===== config.mk =====
export PLATFORM = sky130hd
export DESIGN_NAME = glitch_filter
export DESIGN_NICKNAME = d
export VERILOG_FILES = /design/src/rtl/glitch_filter.sv
export SDC_FILE = /design/constraint.sdc
export NUM_CORES = 1
export LEC_CHECK = 0
export ABC_AREA = 1
export BUFFER_PORTS_ARGS = -buffer_cell sky130_fd_sc_hd__buf_2
export CORE_AREA = 2 2 39 41
export DETAILED_ROUTE_END_ITERATION = 8
export DIE_AREA = 0 0 41 43
export SYNTH_ARGS = -nofsm -noshare
export SYNTH_HDL_FRONTEND = slang
export SYNTH_SLANG_ARGS = --single-unit

===== constraint.sdc =====
create_clock -name i_clk -period 3 [get_ports i_clk]
set_input_delay 0.45 -clock i_clk [delete_from_list [all_inputs] [get_ports i_clk]]
set_output_delay 0.45 -clock i_clk [all_outputs]
set_load 0.005 [all_outputs]

===== src/rtl/glitch_filter.sv =====
// rtl/glitch_filter.sv - debounce/glitch filter for an asynchronous level input
//
// Purpose:
//   Synchronises the raw level i_in through a SYNC_STAGES-deep flop chain and
//   lets the filtered output o_out follow the synchronised sample only after
//   it has differed from o_out for FILTER_CNT consecutive cycles.
//
// Parameters:
//   SYNC_STAGES  synchroniser depth, 2..4
//   FILTER_CNT   consecutive mismatching cycles needed to change o_out, 1..255
//   RESET_VAL    reset level of the synchroniser chain and o_out
//
// Ports:
//   i_clk   in   sole clock, rising edge
//   i_rst   in   synchronous active-high reset
//   i_in    in   asynchronous raw level
//   o_out   out  filtered, synchronised level (registered)
//   o_rise  out  one-cycle pulse coincident with o_out going 0->1
//   o_fall  out  one-cycle pulse coincident with o_out going 1->0
//
// Configuration macro:
//   GLITCH_FILTER_EDGE_EN  when defined, o_rise/o_fall are generated from
//                          flops; otherwise both are tied to 0.

module glitch_filter #(
  parameter int   SYNC_STAGES = 2,
  parameter int   FILTER_CNT  = 4,
  parameter logic RESET_VAL   = 1'b0
) (
  input  logic i_clk,
  input  logic i_rst,
  input  logic i_in,
  output logic o_out,
  output logic o_rise,
  output logic o_fall
);

  localparam int CNT_W = ($clog2(FILTER_CNT + 1) < 1) ? 1 : $clog2(FILTER_CNT + 1);
  localparam logic [CNT_W-1:0] CNT_MAX = CNT_W'(FILTER_CNT - 1);

  logic [SYNC_STAGES-1:0] sync;
  logic [CNT_W-1:0]       cnt;
  logic                   s;
  logic                   mismatch;
  logic                   accept;

  // Last chain stage is the only value the filter ever looks at.
  assign s        = sync[SYNC_STAGES-1];
  assign mismatch = (s != o_out);
  // Mismatch has now persisted FILTER_CNT cycles including this one.
  assign accept   = mismatch && (cnt == CNT_MAX);

  // Pure shift chain: nothing between stages so metastability can settle.
  always_ff @(posedge i_clk) begin
    if (i_rst) begin
      sync <= {SYNC_STAGES{RESET_VAL}};
    end else begin
      sync <= {sync[SYNC_STAGES-2:0], i_in};
    end
  end

  // Counter saturates at CNT_MAX by construction: reaching it with a
  // continued mismatch updates o_out, which clears the mismatch.
  always_ff @(posedge i_clk) begin
    if (i_rst) begin
      cnt   <= '0;
      o_out <= RESET_VAL;
    end else if (!mismatch) begin
      cnt <= '0;
    end else if (accept) begin
      cnt   <= '0;
      o_out <= s;
    end else begin
      cnt <= cnt + 1'b1;
    end
  end

`ifdef GLITCH_FILTER_EDGE_EN
  logic rise_q;
  logic fall_q;

  // Registered alongside o_out so the pulse lands in the cycle o_out
  // first shows its new value; accept implies s != o_out, so only one fires.
  always_ff @(posedge i_clk) begin
    if (i_rst) begin
      rise_q <= 1'b0;
      fall_q <= 1'b0;
    end else begin
      rise_q <= accept &&  s;
      fall_q <= accept && !s;
    end
  end

  assign o_rise = rise_q;
  assign o_fall = fall_q;
`else
  assign o_rise = 1'b0;
  assign o_fall = 1'b0;
`endif

endmodule


; After elaboration in Yosys (flattened, before gate mapping)
; Index checks and enable logic that the tools add are counted.
[totals]
out_inout_bits = 3
ff_bits = 6
[classes]
n_addsub = 1
eq_ne = 2
bitwise = 1
reduce_logical = 3
[op_table]
columns = cell, n
row1 = adder 3 x 1 -> 3 bit (second input constant), 1
row2 = equality test 3 x 2 -> 1 bit (second input constant), 1
row3 = OR reduction 3 bit, 1
row4 = AND reduction 2 bit, 1
row5 = logical AND 1 bit, 1
row6 = inequality test 1 bit, 1
row7 = inverter 1 bit, 1

; Longest topological paths before layout
[logic_depth]
depth_word = 3
depth_mapped = 5
depth_no_buf = 5

; Worst setup path before layout
; OpenSTA, ideal clock, no wires.
[synth_path]
path_kind = register to register
from = reg cnt[0]
to = reg cnt[0]
t_required_ns = 2.936
period_less_slack_ns = 1.014
setup_slack_ns = 1.986
path_stages_with_launch = 6
arrival_ns = 0.950
setup_ns = 0.064
path_buffers = 0
path_cell_list = dfxtp_1 > ha_1 > ha_1 > nor2_2 > nand3_2 > nor2_1
[synth_between]
elab_chain_cells = 3
elab_cells_between_ends = 4
[synth_rtl]
columns = element, line_no
row1 = from (decl), 42  ; logic [CNT_W-1:0] cnt;
row2 = from (signal assigned), 74  ; cnt <= cnt + 1'b1;
row3 = equality test 3 x 2 -> 1 bit, 51  ; assign accept = mismatch && (cnt == CNT_MAX);
row4 = logical AND 1 bit, 51
row5 = OR reduction 3 bit (no source line), -
; Several ways; a longest one is shown, not always the timed one.
; A chain may end at the register's enable or synchronous reset.

; Worst setup path in the final report
[layout_path]
from = reg o_out
to = out o_out
[layout_lines]
columns = element, line_no
row1 = from (decl), 33  ; output logic o_out,
row2 = from (signal assigned), 72  ; o_out <= s;
; No word-level cell between the ends.

==> results.md <==
- Final Skew: 1.316 ps
- Cts bufs inserted: 3
- Total Routing Usage GR: 0.05231
- CP max FO: 4
- Final GP Congestion: 0.7053
- Die Wd: 41 µm
- Initial antenna violation count: 0
- Sequential-to-total area share from yosys stat: 0.4898
- Synthesized area: 245.2 µm²
- Global-route wire length before repair: 565 µm
- Fin crit period: 1171 ps
- Clock slew at reported path FFs: 40 ps
- Gr ovfl total: 0
- Mapped Cells: 30
- Fmax: 0.8538 GHz
- # DRC: 0
- Crit-path cells: buf_2
- Setup TNS: 0 ps
- Ys Warns: 0
- Arrival time at the worst endpoint: 720 ps
- Xor and xnor area share after synthesis: 0
- Largest family of logic cells by synthesized area: simple AND/OR/NAND/NOR gates
- Final period util: 0.3904
- Crit path required time: 2550 ps
- Via-per-instance ratio: 3.373
- Post-CTS Resized: 0
- Post-Synth Adder-Cell Area: 0.1020
- Post-synthesis compound-gate area fraction: 0
- WL final: 344 µm
- FF+latch count, synth: 6
- Hold WC Path Type: register to register
- Final setup viols: 0
- Status: finished, final reports clean
- Clk_lat worst skew: 240 ps
- Die area: 1763 µm²
- Core box area: 1384 µm²
- CTS tree: built
- VDD IR-drop max: 185.1 µV
- CTS H-tree depth: 1
- Port-buffer cells: 3
- Share of cells above drive strength 1: 0.2286
- Mux contribution to synthesized area: 0
- Most area-consuming cells after synthesis: dfxtp_1 (49%), inv_1 (11%), nor2_1 (11%)
- Clk buf depth: 2
- Hold buffers post-CTS: 0
- Slew Viols, Final: 0
- Pin count of the biggest net entering global routing: 5
- Max incr delay on CP: 350 ps
- Post-synth top cells: inv_1 (7), nor2_1 (7), dfxtp_1 (6)
- Routed length per instance: 6.745 µm
- Reg area: 120.1 µm²
- CP bufs+invs: 1
- Slowest stage cell, crit path: dfxtp_1
- Post-synth top area share: 0.4898
- Via count: 172
- RSZ-0062 raised after global routing: no
- WS Path Type: register to output pin
- Ant diodes: 0
- I/O Pins: 6
- Rows: 14
- Synth async-reset ratio: 0
- Area of the multi-input gates: 87.58 µm²
- Die height: 43 µm
- Layout area overhead: 18.88%
- Delay-heaviest family, CP: flip-flops
- Leak: 0.1363 nW
- Post-synth EDFFs: 0
- Initial Utilization: 0.1772
- Final ANT Viol Nets: 0
- Fin util: 0.2107
- Final hold violations: 0
- Pwr Density: 550.9 nW/µm²
- Post-CTS Setup Bufs: 0
- Max Cap Viol: 0
- Clock Sinks: 6
- Vias in the first global route: 159
- Area leader, netlist: dfxtp_1
- Final Net Count: 42
- Main flop type after synthesis: dfxtp_1
- FILL cells: 153
- Setup crit end kind: output pin
- Worst Setup Start Kind: register
- Pre-antenna DRT Iters: 1
- Placed wire-length estimate: 269.1 µm
- Post-Synth Simple-Gate Area: 0.2245
- Synth Area per Inst: 8.175 µm²
- DR iter-0 viols: 0
- Distinct cells, synth: 10
- Clock root cell: clkbuf_4
[metrics by stage]
step | instance area, µm² | power, mW | instances | hold slack (ps) | setup WS (ps)
floorplan | 249.0 | 0.08886 | 31 | 388.3 | 1986
global placement | 269.0 | 0.08916 | 48 | 390.4 | 1936
detailed placement | 269.0 | 0.08945 | 48 | 399.4 | 1903
CTS | 291.5 | 0.1641 | 51 | 405.6 | 1811
global route | 291.5 | 0.1688 | 51 | 419.0 | 1769
finish | 291.5 | 0.1606 | 51 | 402.3 | 1829
[worst paths after layout]
check / start / endpoint / slack, ps / cells after the start
min: sync[0] / sync[1] / 400 / 2
min reg2reg: sync[0] / sync[1] / 400 / 2
max reg2reg: cnt[0] / cnt[0] / 1900 / 5
max: o_out / o_out / 1830 / 1
[power breakdown]
group | switching, mW | leakage, nW | internal (mW)
sequential | 0.000750 | 0.0488 | 0.0817
clock | 0.0275 | 0.0138 | 0.0451
combinational | 0.00336 | 0.0736 | 0.00219
total | 0.0316 | 0.136 | 0.129
[cell usage in the layout (no fill, tap or decap)]
master    n
inv_1     7
nor2_1    7
dfxtp_1   6
clkbuf_4  3
buf_2     3
nand2_1   2
ha_1      2
conb_1    2
nor3_1    1
nor2_2    1
nand3_2   1
[kinds of logic after synthesis]
| logic type | Yosys count |
|---|---|
| AND/OR/NAND/NOR | 12 |
| buffers and inverters | 9 |
| flip-flops | 6 |
| adder cells (fa/ha/maj) | 2 |
| other | 1 |
[metal layers]
layer | wire (µm) | part of all wire | global-route usage
met3 | 37 | 0.11 | 0.03665
met4 | 0 | 0 | 0.06000
met2 | 157 | 0.46 | 0.06250
met5 | 0 | 0 | 0
met1 | 149 | 0.43 | 0.05178
[state kept, by name (all words and copies together) (netlist names)]
register  flops
o_out         1
sync          2
cnt           3
[cell type report]
class	instances	area share
flip-flops and latches	6	0.4120
multi-input cells	16	0.3004
inverters	7	0.09013
clock buffers	3	0.07725
well taps	16	0.06867
repair buffers	3	0.05150
Note: power is estimated with default switching activity, not from simulation.
